[src/rtl/dm_hart_run_ctrl_if.sv]
// Run-control bundle between the DMI register block, this controller and the hart debug unit.
interface dm_hart_run_ctrl_if #(
  parameter int unsigned STEP_CNT_W = 16
);
  logic                  cmd_valid_i;
  logic [1:0]            cmd_i;
  logic                  cmd_ready_o;
  logic                  clr_err_i;
  logic                  halt_req_o;
  logic                  dcsr_step_o;
  logic                  dcsr_ebreakm_o;
  logic                  halt_ack_i;
  logic                  resume_ack_i;
  logic                  step_exec_i;
  logic                  ebreak_i;
  logic                  halted_o;
  logic                  running_o;
  logic                  resumeack_o;
  logic                  ebreak_hit_o;
  logic                  cmd_err_o;
  logic                  timeout_err_o;
  logic [STEP_CNT_W-1:0] step_cnt_o;

  // Controller side
  modport slave (
    input  cmd_valid_i, cmd_i, clr_err_i, halt_ack_i, resume_ack_i, step_exec_i, ebreak_i,
    output cmd_ready_o, halt_req_o, dcsr_step_o, dcsr_ebreakm_o, halted_o, running_o,
           resumeack_o, ebreak_hit_o, cmd_err_o, timeout_err_o, step_cnt_o
  );

  // DMI / hart side
  modport master (
    output cmd_valid_i, cmd_i, clr_err_i, halt_ack_i, resume_ack_i, step_exec_i, ebreak_i,
    input  cmd_ready_o, halt_req_o, dcsr_step_o, dcsr_ebreakm_o, halted_o, running_o,
           resumeack_o, ebreak_hit_o, cmd_err_o, timeout_err_o, step_cnt_o
  );
endinterface

[src/rtl/dm_hart_run_ctrl.sv]
// Debug-Module run-control initiator for one hart: turns DMI run commands into halt_req and
// dcsr step/ebreakm levels, tracks hart acknowledges, and reports status, sticky errors and steps.
module dm_hart_run_ctrl #(
  parameter int unsigned ACK_TIMEOUT = 256,
  parameter int unsigned STEP_CNT_W  = 16
) (
  input logic               clk_i,
  input logic               reset_i,
  dm_hart_run_ctrl_if.slave bus
);

  localparam int unsigned    TMR_W    = $clog2(ACK_TIMEOUT);
  localparam logic [TMR_W-1:0] TMR_LAST = TMR_W'(ACK_TIMEOUT - 1);

  typedef enum logic [1:0] {
    CMD_HALT       = 2'b00,
    CMD_RESUME     = 2'b01,
    CMD_STEP       = 2'b10,
    CMD_EBREAK_ARM = 2'b11
  } cmd_e;

  typedef enum logic [2:0] {
    ST_RUNNING   = 3'd0,
    ST_HALTING   = 3'd1,
    ST_HALTED    = 3'd2,
    ST_RESUMING  = 3'd3,
    ST_STEPPING  = 3'd4,
    ST_EB_ARM    = 3'd5,
    ST_EB_RUN    = 3'd6
  } state_e;

  state_e                state_q, state_d;
  logic [TMR_W-1:0]      tmr_q, tmr_d;
  logic                  resumeack_q, resumeack_d;
  logic                  ebreak_hit_q, ebreak_hit_d;
  logic                  cmd_err_q, cmd_err_d;
  logic                  timeout_err_q, timeout_err_d;
  logic [STEP_CNT_W-1:0] step_cnt_q, step_cnt_d;

  cmd_e cmd_c;
  logic cmd_ready_c;
  logic cmd_acc_c;
  logic tmr_active_c;
  logic tmr_fire_c;
  logic err_set_c;
  logic to_set_c;

  assign cmd_c        = cmd_e'(bus.cmd_i);
  assign cmd_ready_c  = (state_q == ST_RUNNING) || (state_q == ST_HALTED) || (state_q == ST_EB_RUN);
  assign cmd_acc_c    = bus.cmd_valid_i && cmd_ready_c;
  assign tmr_active_c = (state_q == ST_HALTING) || (state_q == ST_RESUMING) || (state_q == ST_STEPPING);
  assign tmr_fire_c   = tmr_active_c && (tmr_q == TMR_LAST);

  always_ff @(posedge clk_i or negedge reset_i) begin
    if (!reset_i) begin
      state_q       <= ST_RUNNING;
      tmr_q         <= '0;
      resumeack_q   <= 1'b0;
      ebreak_hit_q  <= 1'b0;
      cmd_err_q     <= 1'b0;
      timeout_err_q <= 1'b0;
      step_cnt_q    <= '0;
    end else begin
      state_q       <= state_d;
      tmr_q         <= tmr_d;
      resumeack_q   <= resumeack_d;
      ebreak_hit_q  <= ebreak_hit_d;
      cmd_err_q     <= cmd_err_d;
      timeout_err_q <= timeout_err_d;
      step_cnt_q    <= step_cnt_d;
    end
  end

  // Next state; acknowledges are tested before the timeout so an ack on the last cycle wins
  always_comb begin
    state_d      = state_q;
    resumeack_d  = resumeack_q;
    ebreak_hit_d = 1'b0;
    step_cnt_d   = step_cnt_q;
    err_set_c    = 1'b0;
    to_set_c     = 1'b0;

    unique case (state_q)
      ST_RUNNING: begin
        if (cmd_acc_c) begin
          if (cmd_c == CMD_HALT) state_d = ST_HALTING;
          else                   err_set_c = 1'b1;
        end
      end
      ST_HALTING: begin
        if (bus.halt_ack_i) begin
          state_d = ST_HALTED;
        end else if (tmr_fire_c) begin
          state_d  = ST_RUNNING;
          to_set_c = 1'b1;
        end
      end
      ST_HALTED: begin
        if (cmd_acc_c) begin
          unique case (cmd_c)
            CMD_HALT:       state_d = ST_HALTED;
            CMD_RESUME:     state_d = ST_RESUMING;
            CMD_STEP:       state_d = ST_STEPPING;
            CMD_EBREAK_ARM: state_d = ST_EB_ARM;
          endcase
          if (cmd_c != CMD_HALT) resumeack_d = 1'b0;
        end
      end
      ST_RESUMING: begin
        if (bus.resume_ack_i) begin
          state_d     = ST_RUNNING;
          resumeack_d = 1'b1;
        end else if (tmr_fire_c) begin
          state_d  = ST_RUNNING;
          to_set_c = 1'b1;
        end
      end
      ST_STEPPING: begin
        if (bus.step_exec_i && bus.halt_ack_i) begin
          state_d    = ST_HALTED;
          step_cnt_d = step_cnt_q + STEP_CNT_W'(1);
        end else if (tmr_fire_c) begin
          to_set_c = 1'b1;
        end
      end
      ST_EB_ARM: begin
        state_d = ST_EB_RUN;
      end
      ST_EB_RUN: begin
        if (bus.resume_ack_i) resumeack_d = 1'b1;
        // Breakpoint halt takes precedence over a same-cycle HALT command
        if (bus.ebreak_i && bus.halt_ack_i) begin
          state_d      = ST_HALTED;
          ebreak_hit_d = 1'b1;
        end else if (cmd_acc_c) begin
          if (cmd_c == CMD_HALT) state_d = ST_HALTING;
          else                   err_set_c = 1'b1;
        end
      end
      default: state_d = ST_RUNNING;
    endcase

    cmd_err_d     = bus.clr_err_i ? 1'b0 : (cmd_err_q || err_set_c);
    timeout_err_d = bus.clr_err_i ? 1'b0 : (timeout_err_q || to_set_c);

    // Ack timer restarts on every state change and saturates at its last count
    if ((state_d != state_q) || !tmr_active_c) tmr_d = '0;
    else if (tmr_q == TMR_LAST)                tmr_d = tmr_q;
    else                                       tmr_d = tmr_q + TMR_W'(1);
  end

  assign bus.cmd_ready_o    = cmd_ready_c;
  assign bus.halt_req_o     = (state_q == ST_HALTING) || (state_q == ST_HALTED) ||
                              (state_q == ST_STEPPING) || (state_q == ST_EB_ARM);
  assign bus.dcsr_step_o    = (state_q == ST_STEPPING);
  assign bus.dcsr_ebreakm_o = (state_q == ST_EB_ARM) || (state_q == ST_EB_RUN);
  assign bus.halted_o       = (state_q == ST_HALTED);
  assign bus.running_o      = (state_q == ST_RUNNING) || (state_q == ST_EB_RUN);
  assign bus.resumeack_o    = resumeack_q;
  assign bus.ebreak_hit_o   = ebreak_hit_q;
  assign bus.cmd_err_o      = cmd_err_q;
  assign bus.timeout_err_o  = timeout_err_q;
  assign bus.step_cnt_o     = step_cnt_q;

endmodule

[src/flat_wrapper.sv]
// flat-port wrapper written by rule: the top's interface ports become plain ports
module dm_hart_run_ctrl_flat 
#(
  parameter int unsigned ACK_TIMEOUT = 256,
  parameter int unsigned STEP_CNT_W  = 16
)
  (clk_i, reset_i, bus_cmd_valid_i, bus_cmd_i, bus_clr_err_i, bus_halt_ack_i, bus_resume_ack_i, bus_step_exec_i, bus_ebreak_i, bus_cmd_ready_o, bus_halt_req_o, bus_dcsr_step_o, bus_dcsr_ebreakm_o, bus_halted_o, bus_running_o, bus_resumeack_o, bus_ebreak_hit_o, bus_cmd_err_o, bus_timeout_err_o, bus_step_cnt_o);
  dm_hart_run_ctrl_if #(.STEP_CNT_W(STEP_CNT_W)) bus_i ();
  input logic clk_i;
  input logic reset_i;
  input wire logic [$bits(bus_i.cmd_valid_i)-1:0] bus_cmd_valid_i;
  input wire logic [$bits(bus_i.cmd_i)-1:0] bus_cmd_i;
  input wire logic [$bits(bus_i.clr_err_i)-1:0] bus_clr_err_i;
  input wire logic [$bits(bus_i.halt_ack_i)-1:0] bus_halt_ack_i;
  input wire logic [$bits(bus_i.resume_ack_i)-1:0] bus_resume_ack_i;
  input wire logic [$bits(bus_i.step_exec_i)-1:0] bus_step_exec_i;
  input wire logic [$bits(bus_i.ebreak_i)-1:0] bus_ebreak_i;
  output wire logic [$bits(bus_i.cmd_ready_o)-1:0] bus_cmd_ready_o;
  output wire logic [$bits(bus_i.halt_req_o)-1:0] bus_halt_req_o;
  output wire logic [$bits(bus_i.dcsr_step_o)-1:0] bus_dcsr_step_o;
  output wire logic [$bits(bus_i.dcsr_ebreakm_o)-1:0] bus_dcsr_ebreakm_o;
  output wire logic [$bits(bus_i.halted_o)-1:0] bus_halted_o;
  output wire logic [$bits(bus_i.running_o)-1:0] bus_running_o;
  output wire logic [$bits(bus_i.resumeack_o)-1:0] bus_resumeack_o;
  output wire logic [$bits(bus_i.ebreak_hit_o)-1:0] bus_ebreak_hit_o;
  output wire logic [$bits(bus_i.cmd_err_o)-1:0] bus_cmd_err_o;
  output wire logic [$bits(bus_i.timeout_err_o)-1:0] bus_timeout_err_o;
  output wire logic [$bits(bus_i.step_cnt_o)-1:0] bus_step_cnt_o;
  assign bus_i.cmd_valid_i = bus_cmd_valid_i;
  assign bus_i.cmd_i = bus_cmd_i;
  assign bus_i.clr_err_i = bus_clr_err_i;
  assign bus_i.halt_ack_i = bus_halt_ack_i;
  assign bus_i.resume_ack_i = bus_resume_ack_i;
  assign bus_i.step_exec_i = bus_step_exec_i;
  assign bus_i.ebreak_i = bus_ebreak_i;
  assign bus_cmd_ready_o = bus_i.cmd_ready_o;
  assign bus_halt_req_o = bus_i.halt_req_o;
  assign bus_dcsr_step_o = bus_i.dcsr_step_o;
  assign bus_dcsr_ebreakm_o = bus_i.dcsr_ebreakm_o;
  assign bus_halted_o = bus_i.halted_o;
  assign bus_running_o = bus_i.running_o;
  assign bus_resumeack_o = bus_i.resumeack_o;
  assign bus_ebreak_hit_o = bus_i.ebreak_hit_o;
  assign bus_cmd_err_o = bus_i.cmd_err_o;
  assign bus_timeout_err_o = bus_i.timeout_err_o;
  assign bus_step_cnt_o = bus_i.step_cnt_o;
  dm_hart_run_ctrl #(.ACK_TIMEOUT(ACK_TIMEOUT), .STEP_CNT_W(STEP_CNT_W)) u_core (.clk_i(clk_i), .reset_i(reset_i), .bus(bus_i));
endmodule
[config.mk]
export PLATFORM = sky130hd
export DESIGN_NAME = dm_hart_run_ctrl_flat
export DESIGN_NICKNAME = d
export VERILOG_FILES = /design/src/rtl/dm_hart_run_ctrl_if.sv /design/src/rtl/dm_hart_run_ctrl.sv /design/src/flat_wrapper.sv
export SDC_FILE = /design/constraint.sdc
export NUM_CORES = 1
export LEC_CHECK = 0
export CORE_AREA = 2 2 61 63
export DETAILED_ROUTE_END_ITERATION = 10
export DIE_AREA = 0 0 63 65
export HOLD_SLACK_MARGIN = 0.15
export MAX_ROUTING_LAYER = met4
export PLACE_DENSITY = 0.73
export SYNTH_ARGS = -nofsm -noshare
export SYNTH_HDL_FRONTEND = slang
export SYNTH_SLANG_ARGS = --single-unit
[constraint.sdc]
create_clock -name clk_i -period 1.9 [get_ports clk_i]
set_clock_uncertainty 0.15 [all_clocks]
set_input_delay 0.38 -clock clk_i [delete_from_list [all_inputs] [get_ports clk_i]]
set_output_delay 0.38 -clock clk_i [all_outputs]
set_load 0.02 [all_outputs]
# ---- Yosys cells after proc, flatten, opt, wreduce, memory -nomap -nowiden
# Cells that the tools add are included.
dict set report totals {
  wordCells 77
  input_bits 10
  register_bits 31
}
dict set report op_classes {
  reduce_logical 24
  n_eq_ne 15
  addsub 2
  n_mux 29
}
# op count
set op_table {}
lappend op_table {{$mux W3} 8}
lappend op_table {{$pmux W3 S7} 1}
lappend op_table {{$add A16 B1 Y16 const B} 1}
lappend op_table {{$mux W8} 2}
lappend op_table {{$mux W1} 14}
lappend op_table {{$logic_or A1 B1 Y1} 12}
lappend op_table {{$pmux W3 S4} 1}
lappend op_table {{$eq A3 B3 Y1 const B} 3}
lappend op_table {{$add A8 B1 Y8 const B} 1}
lappend op_table {{$eq A8 B8 Y1 const B} 1}
lappend op_table {{$eq A3 B2 Y1 const B} 2}
lappend op_table {{$ne A2 B1 Y1 const B} 3}
lappend op_table {{$eq A2 B2 Y1 const B} 2}
lappend op_table {{$logic_and A1 B1 Y1} 4}
lappend op_table {{$pmux W1 S2} 2}
lappend op_table {{$reduce_and A4 Y1} 1}
lappend op_table {{$reduce_bool A2 Y1} 2}
lappend op_table {{$eq A3 B1 Y1 const B} 1}
lappend op_table {{$logic_not A3 Y1} 1}
lappend op_table {{$ne A3 B3 Y1} 1}
lappend op_table {{$pmux W1 S3} 1}
lappend op_table {{$eq A2 B1 Y1 const B} 1}
lappend op_table {{$logic_not A2 Y1} 1}
lappend op_table {{$ne A2 B2 Y1 const B} 1}
lappend op_table {{3 further kinds} 3}

# ---- Depth between registers and ports, before layout
# Gate-level depths: netlist (run 1).
dict set report depth {
  word_depth 10
  mapped_depth 5
  depth_no_buf 5
}

# ---- Worst setup path after synthesis (run 1)
# OpenSTA, ideal clock, no wires.
dict set report synth_path {
  path_type {reg2out}
  from {register u_core.state_q[2]}
  to {output bus_running_o}
  setup_slack_ns 0.120
  arrival_ns 1.250
  path_stages_with_launch 4
  t_required_ns 1.370
  cell_sequence {dfrtp_1 -> buf_2 -> or2_2 -> a21oi_1}
}
dict set report synth_via {
  elab_chain_len 2
  word_cells_on_any_way 3
  classes_between {eq/ne (1); reduce/logical (2)}
}
# item line
set synth_rtl {}
lappend synth_rtl {{start, declared} dm_hart_run_ctrl.sv:32} ;# state_e state_q, state_d;
lappend synth_rtl {{start signal, assigned} dm_hart_run_ctrl.sv:64} ;# state_q <= state_d;
lappend synth_rtl {{$eq A3 B3 Y1 or $logic_not A3 Y1 (tied branches)} dm_hart_run_ctrl.sv:158} ;# assign bus.running_o = (state_q == ST_RUNNING) || (state_q == ST_EB_RUN);
lappend synth_rtl {{$logic_or A1 B1 Y1 *} dm_hart_run_ctrl.sv:158}
lappend synth_rtl {{end, declared} flat_wrapper.sv:23} ;# output wire logic [$bits(bus_i.running_o)-1:0] bus_running_o;
# Mark *: on every way between the ends. The rest lies on a longest branch, timed or not.

# ---- Worst setup path in the final report (run 1)
dict set report layout_path {
  from {register u_core.state_q[1]}
  to {output bus_running_o}
}
# The elaborated chain is that of the path after synthesis.

==> results of run 1 <==
-- final cells by class --
type,instances,area share [%]
sequential,31,31.7
multi-input combinational,121,38.1
inverter,3,0.460
tap,48,2.45
clock inverter,2,1.43
timing repair buffer,66,23.7
clock buffer,6,2.10
-- kinds of logic after synthesis --
group | after synthesis
multiplexers | 5
flip-flops | 31
AO/OA/AOI/OAI | 22
AND/OR/NAND/NOR | 71
XOR/XNOR | 21
buffers and inverters | 6
adder cells (fa/ha/maj) | 2
-- metal layers --
layer,up-vias,routed length [um],part of all wire [%],GRT usage (%)
met4,0,92,2.2,11.4
met3,9,194,4.7,5.21
li1,712,-,-,-
met1,697,1740,42,25.6
met2,48,2100,51,34.6
met5,-,0,0,-
-- sequential cells by signal, summed over array words and instances (netlist names) --
signal,count
u_core.bus.resumeack_o,1
u_core.bus.cmd_err_o,1
u_core.bus.step_cnt_o,16
u_core.state_q,3
u_core.bus.ebreak_hit_o,1
u_core.bus.timeout_err_o,1
u_core.tmr_q,8
-- worst reg2reg max path, cell delays in order, from the launching register on --
cell and delay (ns):
dfrtp_1 0.41, ha_1 0.24, nand3_2 0.14, or2_2 0.36, a21oi_4 0.28, nor3_1 0.10
-- worst paths after layout --
path / slack (ns) / to / from / depth (start not counted)
worst max register to register: 0.10 / u_core.tmr_q[0] / u_core.tmr_q[0] / 5
worst min register to register: 0.33 / u_core.bus.step_cnt_o[15] / u_core.bus.step_cnt_o[15] / 1
worst min-delay path: 0.27 / u_core.bus.step_cnt_o[8] / reset_i / 2
worst max-delay path: 0.02 / bus_running_o / u_core.state_q[1] / 5
min in group clk_i: 0.33 / u_core.bus.step_cnt_o[15] / u_core.bus.step_cnt_o[15] / 1
max in group asynchronous: 1.02 / u_core.state_q[0] / reset_i / 2
-- power breakdown --
group | total, mW | switching [mW] | internal [mW]
registers | 0.839 | 0.0963 | 0.742
clock network | 0.543 | 0.232 | 0.311
logic | 1.34 | 0.683 | 0.662
-- synthesized netlist by cell type, drive strengths merged, types with 3 or more instances --
library cell / count
nor2b: 4
mux2i: 3
nor4: 3
nand3: 7
inv: 3
nand4: 6
nor2: 11
buf: 3
nand2b: 5
and3: 5
a21oi: 7
xnor2: 13
dfrtp: 31
nand2: 9
xor2: 8
nor3: 8
o21ai: 4
nor3b: 3
-- repair_timing --
| action | 4_1_cts | 5_1_grt |
|---|---|---|
| hold buffers | 0 | 0 |
| endpoints found under the setup margin | 18 | 17 |
| endpoints found under the hold margin | 0 | 0 |
| cloned | 0 | 0 |
| pin swaps | 1 | 6 |
| setup buffers | 1 | 2 |
| resized for setup | 44 | 21 |
==> summary.md, run 1 <==
| Metric | Value |
|---|---|
| Initial Util | 47.9% |
| Slowest cell on crit path | dfrtp_1 |
| Smallest hold slack | 0.270 ns |
| Largest net degree at the start of global routing | 32 |
| Mapped Cells | 158 |
| Layout fillers | 282 |
| Vias in the first global route | 1451 |
| Leakage | 1.20 nW |
| First-pass GRT wire length | 6630 um |
| HP Class | input port to asynchronous set/reset pin |
| Synth Net Count | 170 |
| Port buffer count | 35 |
| Total power | 2.73 mW |
| Tmin final | 1.88 ns |
| Most frequent cells in the layout | buf_4 (30), dfrtp_1 (30), xnor2_1 (13) |
| Clock tree buffer depth | 2 |
| Clk_lat worst skew | 0.34 ns |
| DR pass1 iterations | 4 |
| RePlAce Congestion | 0.899 |
| Register area share after synthesis | 46.3% |
| CP Class | register to output port |
| Outcome | completed |
| Post-synthesis mux area share | 3.14% |
| Cell variety after synth | 41 |
| Die Wd | 63 um |
| Row count | 22 |
| Peak VDD IR | 0.965 mV |
| Synth Area in Adders | 1.49% |
| Syn_area_per_cell | 10.6 um^2 |
| WL/cell | 14.9 um |
| Largest family of logic cells by synthesized area | simple AND/OR/NAND/NOR gates |
| Top post-synthesis cells by area | dfrtp_1 (46%), xnor2_1 (6.8%), xor2_1 (4.2%), nor3_1 (2.4%), nand4_1 (2.2%) |
| Share of layout cells above drive strength 1 | 29.7% |
| Synth top area share | 46.3% |
| Clock transition at path regs | 0.10 ns |
| Worst-Margin Slew | 0.390 ns |
| Ys flop type | dfrtp_1 |
| # nets final | 240 |
| Arrival time at the worst endpoint | 1.35 ns |
| Crit-path max FO | 5 |
| Worst-path cell chain | buf_6, buf_6, nand2_4, a21oi_2, buf_6 |
| Finished Cell Area | 2450 um^2 |
| Crit path buf inv count | 3 |
| Setup violators final | 0 |
| Post-synthesis async set-or-reset flop share | 100% |
| Dpl hpwl | 2860 um |
| Total CTS buffers | 5 |
| Compound-Gate Fraction of Synth Area | 10.2% |
| Slowest stage delay, CP | 0.44 ns |
| Antenna violations before repair | 0 |
| Place WS | -0.305 ns |
| Total GRT Usage | 21.7% |
| Worst Setup End Kind | output port |
| # DRC | 0 |
| Final worst slack | 0.0153 ns |
| Synthesized area | 1670 um^2 |
| Rel. slew slack | 74.0% |
| Die Height | 65 um |
| Non-filler instance count after layout | 277 |
| CP required | 1.37 ns |
| CTS tree | built |
| CP dominant cell by count | buf_6 |
| DRT antenna net count | 0 |
| Layout area overhead | 46.2% |
| Startpoint Class | register |
| Initial drt markers | 63 |
| Ports | 36 |
| Antenna diode count | 0 |
| Core ar. | 3500 um^2 |
| Register Area | 777 um^2 |
| Die area | 4100 um^2 |
| Period utilization | 99.2% |
| EDFF count, synth | 0 |
| Achievable clock frequency | 531 MHz |
| Via/cell ratio | 5.29 |
| Pwr per Cell Area | 1110 nW/um^2 |
| Yosys reg bits | 31 |
| Routed wire length | 4130 um |
| Vias | 1466 |
| Crit path max-delay family | flip-flops |
| Clock sink count | 31 |
| Unrepaired setup endpoints after global routing | true |
| Cell type with the highest aggregate area in the netlist | dfrtp_1 |
| Simple-gate share of the synthesized area | 26.2% |
| Yosys warning total | 0 |
| Dpl cells | 266 |
| Placed cell area | 2280 um^2 |
| Multi-input gate area | 933 um^2 |
| H-tree depth | 2 |
| Final setup TNS | 0 ns |
| Overflow after GRT | 0 |
| Max Slew Vio Count | 0 |
| Final Hold Viols | 0 |
| Total of max-cap violations | 0 |
| Synth Area in XOR/XNOR | 11.0% |
| Clock root buffer | clkbuf_4 |
| Post-layout util | 70.0% |
(Power assumes the default switching activity.)
==> run 2, diff against run 1 <==
--- a/config.mk
+++ b/config.mk
@@ -6,11 +6,13 @@
 export NUM_CORES = 1
 export LEC_CHECK = 0
 export CORE_AREA = 2 2 61 63
+export CTS_CLUSTER_SIZE = 28
 export DETAILED_ROUTE_END_ITERATION = 10
 export DIE_AREA = 0 0 63 65
 export HOLD_SLACK_MARGIN = 0.15
 export MAX_ROUTING_LAYER = met4
 export PLACE_DENSITY = 0.73
+export SKIP_CTS_REPAIR_TIMING = 1
 export SYNTH_ARGS = -nofsm -noshare
 export SYNTH_HDL_FRONTEND = slang
 export SYNTH_SLANG_ARGS = --single-unit
==> summary.md, run 2 (synthesized netlist as in run 1, its figures left out) <==
| Metric | Value |
|---|---|
| Initial Util | 47.9% |
| Worst Setup End Kind | output port |
| Worst-case reg-to-reg path depth | 5 |
| Clock root buffer | clkbuf_4 |
| RePlAce Congestion | 0.899 |
| Antenna violations before repair | 0 |
| Total CTS buffers | 5 |
| Worst-Margin Slew | 0.397 ns |
| Rel. slew slack | 73.4% |
| Worst-path cell chain | buf_4, nand2b_1, a21oi_1, buf_4 |
| Largest net degree at the start of global routing | 32 |
| Share of layout cells above drive strength 1 | 26.9% |
| CP Class | register to output port |
| Ports | 36 |
| Clock transition at path regs | 0.10 ns |
| # DRC | 0 |
| Slowest stage delay, CP | 0.43 ns |
| Pwr per Cell Area | 1080 nW/um^2 |
| First-pass GRT wire length | 6570 um |
| Antenna diode count | 0 |
| Total GRT Usage | 21.4% |
| Vias in the first global route | 1452 |
| WL/cell | 14.4 um |
| # nets final | 238 |
| Slowest cell on crit path | dfrtp_1 |
| H-tree depth | 2 |
| Routed wire length | 3970 um |
| Startpoint Class | register |
| CTS tree | built |
| Die area | 4100 um^2 |
| Max Slew Vio Count | 0 |
| Core ar. | 3500 um^2 |
| Overflow after GRT | 0 |
| CP required | 1.37 ns |
| Clock sink count | 31 |
| HP Class | input port to asynchronous set/reset pin |
| Dpl hpwl | 2860 um |
| CP dominant cell by count | buf_4 |
| Final worst slack | -0.0435 ns |
| Peak VDD IR | 0.863 mV |
| DRT antenna net count | 0 |
| Via/cell ratio | 5.25 |
| Crit-path max FO | 5 |
| Setup violators final | 2 |
| Most frequent cells in the layout | buf_4 (31), dfrtp_1 (31), dlymetal6s2s_1 (17) |
| Achievable clock frequency | 515 MHz |
| Row count | 22 |
| DR pass1 iterations | 4 |
| Die Height | 65 um |
| Clk_lat worst skew | 0.33 ns |
| Final Hold Viols | 0 |
| Layout area overhead | 44.8% |
| Leakage | 1.32 nW |
| Outcome | complete, but fails checks |
| Unrepaired setup endpoints after global routing | true |
| Violated checks | setup timing |
| Smallest hold slack | 0.275 ns |
| Die Wd | 63 um |
| Clock tree buffer depth | 2 |
| Total of max-cap violations | 0 |
| Total power | 2.62 mW |
| Period utilization | 102% |
| Tmin final | 1.94 ns |
| Initial drt markers | 56 |
| Port buffer count | 35 |
| Vias | 1443 |
| Arrival time at the worst endpoint | 1.41 ns |
| Largest register FFs | 16 |
==> run 2: metrics by stage <==
stage | instance area (um^2) | instances | setup TNS, ns | worst slack (ns) | utilization [%]
6_report | 2420 | 275 | -0.0846 | -0.0435 | 69.4
5_1_grt | 2420 | 275 | -0.243 | -0.109 | 69.4
4_1_cts | 2370 | 274 | -3.19 | -0.541 | 67.7
3_5_place_dp | 2280 | 266 | -5.62 | -0.305 | 65.2
3_3_place_gp | 2280 | 266 | -4.36 | -0.246 | 65.2
2_1_floorplan | 1670 | 158 | 0 | 0.120 | -
==> run 2: metal layers <==
metal / wire, um / global-route usage, %
met2: 1990 / 34.6
met5: 0 / -
met3: 220 / 5.21
met4: 56 / 10.6
met1: 1710 / 25.2
==> run 2: cell type report <==
type	instances	area [um^2]
flip-flops and latches	31	776
multi-input cells	121	900
inverters	3	11.3
well taps	48	60.1
clock buffers	6	51.3
fillers	284	1070
clock inverters	2	35.0
repair buffers	64	592
==> run 2: power by group <==
part,total [mW],switching [mW],internal (mW)
combinational,1.25,0.639,0.611
clock,0.540,0.229,0.311
sequential,0.827,0.0868,0.740
==> run 2: final timing paths <==
kind                                           start                   endpoint  slack (ns)
max                                u_core.state_q[1]         bus_dcsr_ebreakm_o       -0.04
min                                          reset_i   u_core.bus.step_cnt_o[7]        0.28
max reg2reg                        u_core.state_q[1]   u_core.bus.step_cnt_o[6]        0.09
min reg2reg                u_core.bus.step_cnt_o[15]  u_core.bus.step_cnt_o[15]        0.33
max in group asynchronous                    reset_i            u_core.tmr_q[1]        1.04
min in group clk_i         u_core.bus.step_cnt_o[15]  u_core.bus.step_cnt_o[15]        0.33
==> run 2: worst max-delay path, delay by kind of cell (launching register included) <==
| kind | cells | cell delay (ns) |
|---|---|---|
| flops | 1 | 0.43 |
| buf+inv | 2 | 0.34 |
| compound gates | 1 | 0.18 |
| simple gates | 1 | 0.14 |
==> run 3, diff against run 2 <==
--- a/config.mk
+++ b/config.mk
@@ -9,6 +9,7 @@
 export CTS_CLUSTER_SIZE = 28
 export DETAILED_ROUTE_END_ITERATION = 10
 export DIE_AREA = 0 0 63 65
+export GPL_ROUTABILITY_DRIVEN = 0
 export HOLD_SLACK_MARGIN = 0.15
 export MAX_ROUTING_LAYER = met4
 export PLACE_DENSITY = 0.73
==> constraint.sdc (replaced) <==
create_clock -name clk_i -period 1.8 [get_ports clk_i]
set_clock_uncertainty 0.15 [all_clocks]
set_input_delay 0.36 -clock clk_i [delete_from_list [all_inputs] [get_ports clk_i]]
set_output_delay 0.36 -clock clk_i [all_outputs]
set_load 0.02 [all_outputs]
==> summary.md, run 3 (synthesized netlist as in run 1, its figures left out) <==
| Metric | Value |
|---|---|
| Worst reg2reg startpoint | u_core.state_q[0] |
| Final worst slack | -0.0746 ns |
| Leakage | 1.46 nW |
| Initial Util | 47.9% |
| Overflow after GRT | 0 |
| Largest net degree at the start of global routing | 32 |
| Core ar. | 3500 um^2 |
| Total GRT Usage | 21.8% |
| Startpoint Class | register |
| Worst-Margin Slew | 0.391 ns |
| Vias in the first global route | 1471 |
| Clock tree buffer depth | 2 |
| Clock transition at path regs | 0.11 ns |
| # DRC | 0 |
| Dpl hpwl | 3070 um |
| Total of max-cap violations | 0 |
| Outcome | complete, but fails checks |
| Unrepaired setup endpoints after global routing | true |
| DR pass1 iterations | 4 |
| CTS tree | built |
| Period utilization | 104% |
| CP required | 1.29 ns |
| Layout area overhead | 57.0% |
| Arrival time at the worst endpoint | 1.36 ns |
| Setup violators final | 2 |
| Row count | 22 |
| Share of layout cells above drive strength 1 | 34.3% |
| Routed wire length | 4490 um |
| WL/cell | 15.8 um |
| Layout fillers | 234 |
| Total CTS buffers | 5 |
| Clk_lat worst skew | 0.33 ns |
| Antenna diode count | 0 |
| Die Wd | 63 um |
| Smallest hold slack | 0.252 ns |
| # nets final | 247 |
| CP Class | register to output port |
| Worst Setup End Kind | output port |
| Final Hold Viols | 0 |
| Via/cell ratio | 5.38 |
| Die Height | 65 um |
| Largest register FFs | 16 |
| Violated checks | setup timing |
| Port buffer count | 35 |
| Register Area | 778 um^2 |
| Placed cell area | 2290 um^2 |
| Achievable clock frequency | 533 MHz |
| Multi-input gate area | 992 um^2 |
| DRT antenna net count | 0 |
| Clock root buffer | clkbuf_4 |
| Max Slew Vio Count | 0 |
| Antenna violations before repair | 0 |
| Crit-path max FO | 6 |
| First-pass GRT wire length | 6620 um |
| Pwr per Cell Area | 1180 nW/um^2 |
| Most frequent cells in the layout | buf_4 (35), dfrtp_1 (29), dlymetal6s2s_1 (21) |
| Vias | 1528 |
| Worst-case reg-to-reg path depth | 6 |
| Clock sink count | 31 |
| Ports | 36 |
| Tmin final | 1.87 ns |
| Rel. slew slack | 73.9% |
| Initial drt markers | 51 |
| Most common cell after layout, fill and taps aside | buf_4 |
| Finished Cell Area | 2630 um^2 |
| Setup slack, reg-to-reg | 0.02 ns |
| Worst r2r dst | u_core.bus.step_cnt_o[15] |
| Die area | 4100 um^2 |
| Peak VDD IR | 1.12 mV |
| HP Class | input port to asynchronous set/reset pin |
| H-tree depth | 2 |
run 3: worst max-delay path by stage:
stage / start / end / slack [ns] / cells after the start
after floorplan: u_core.state_q[2] / bus_running_o / 0.04 / 3
after global placement: bus_halt_ack_i / u_core.bus.step_cnt_o[6] / -0.30 / 5
after detailed placement: bus_halt_ack_i / u_core.bus.step_cnt_o[6] / -0.39 / 5
after CTS: u_core.state_q[1] / bus_dcsr_ebreakm_o / -0.58 / 4
after global routing: u_core.state_q[1] / bus_running_o / -0.13 / 4
final: u_core.state_q[1] / bus_halt_req_o / -0.07 / 4
run 3: metal layers:
layer | part of all wire (%) | track usage, % | wire length, um | vias up
met5 | 0 | - | 0 | -
met4 | 1.4 | 8.33 | 63 | 0
met3 | 4.2 | 5.21 | 187 | 9
met2 | 53 | 37.5 | 2360 | 42
met1 | 42 | 24.6 | 1880 | 749
li1 | - | - | - | 728
run 3: layout make-up:
cell class / count / share of cell area, %
Clock buffer: 6 / 1.95
Tap cell: 48 / 2.28
Clock inverter: 2 / 1.33
Inverter: 3 / 0.428
Sequential cell: 31 / 29.6
Timing Repair Buffer: 73 / 26.7
Multi-Input combinational cell: 121 / 37.7
run 3: worst max-delay path, cell delays in order, from the launching register on:
cell	delay [ns]
dfrtp_1	0.41
buf_6	0.15
buf_4	0.13
xnor2_1	0.16
buf_2	0.19
run 3: power breakdown:
group          total [mW]  switching [mW]  leakage (nW)  internal (mW)
Combinational        1.64           0.807         0.993          0.833
Clock               0.572           0.244        0.0482          0.328
Sequential          0.889           0.104         0.421          0.786
run 3: metrics by stage:
step / TNS (ns) / cells / utilization, % / setup WS (ns) / total power, mW
after floorplan: 0 / 158 / - / 0.0400 / 1.56
after global placement: -6.70 / 268 / 65.6 / -0.304 / 2.18
after detailed placement: -8.32 / 268 / 65.6 / -0.394 / 2.21
after CTS: -4.79 / 276 / 68.1 / -0.581 / 2.80
after global routing: -0.603 / 284 / 75.2 / -0.131 / 3.25
final: -0.144 / 284 / 75.2 / -0.0746 / 3.10
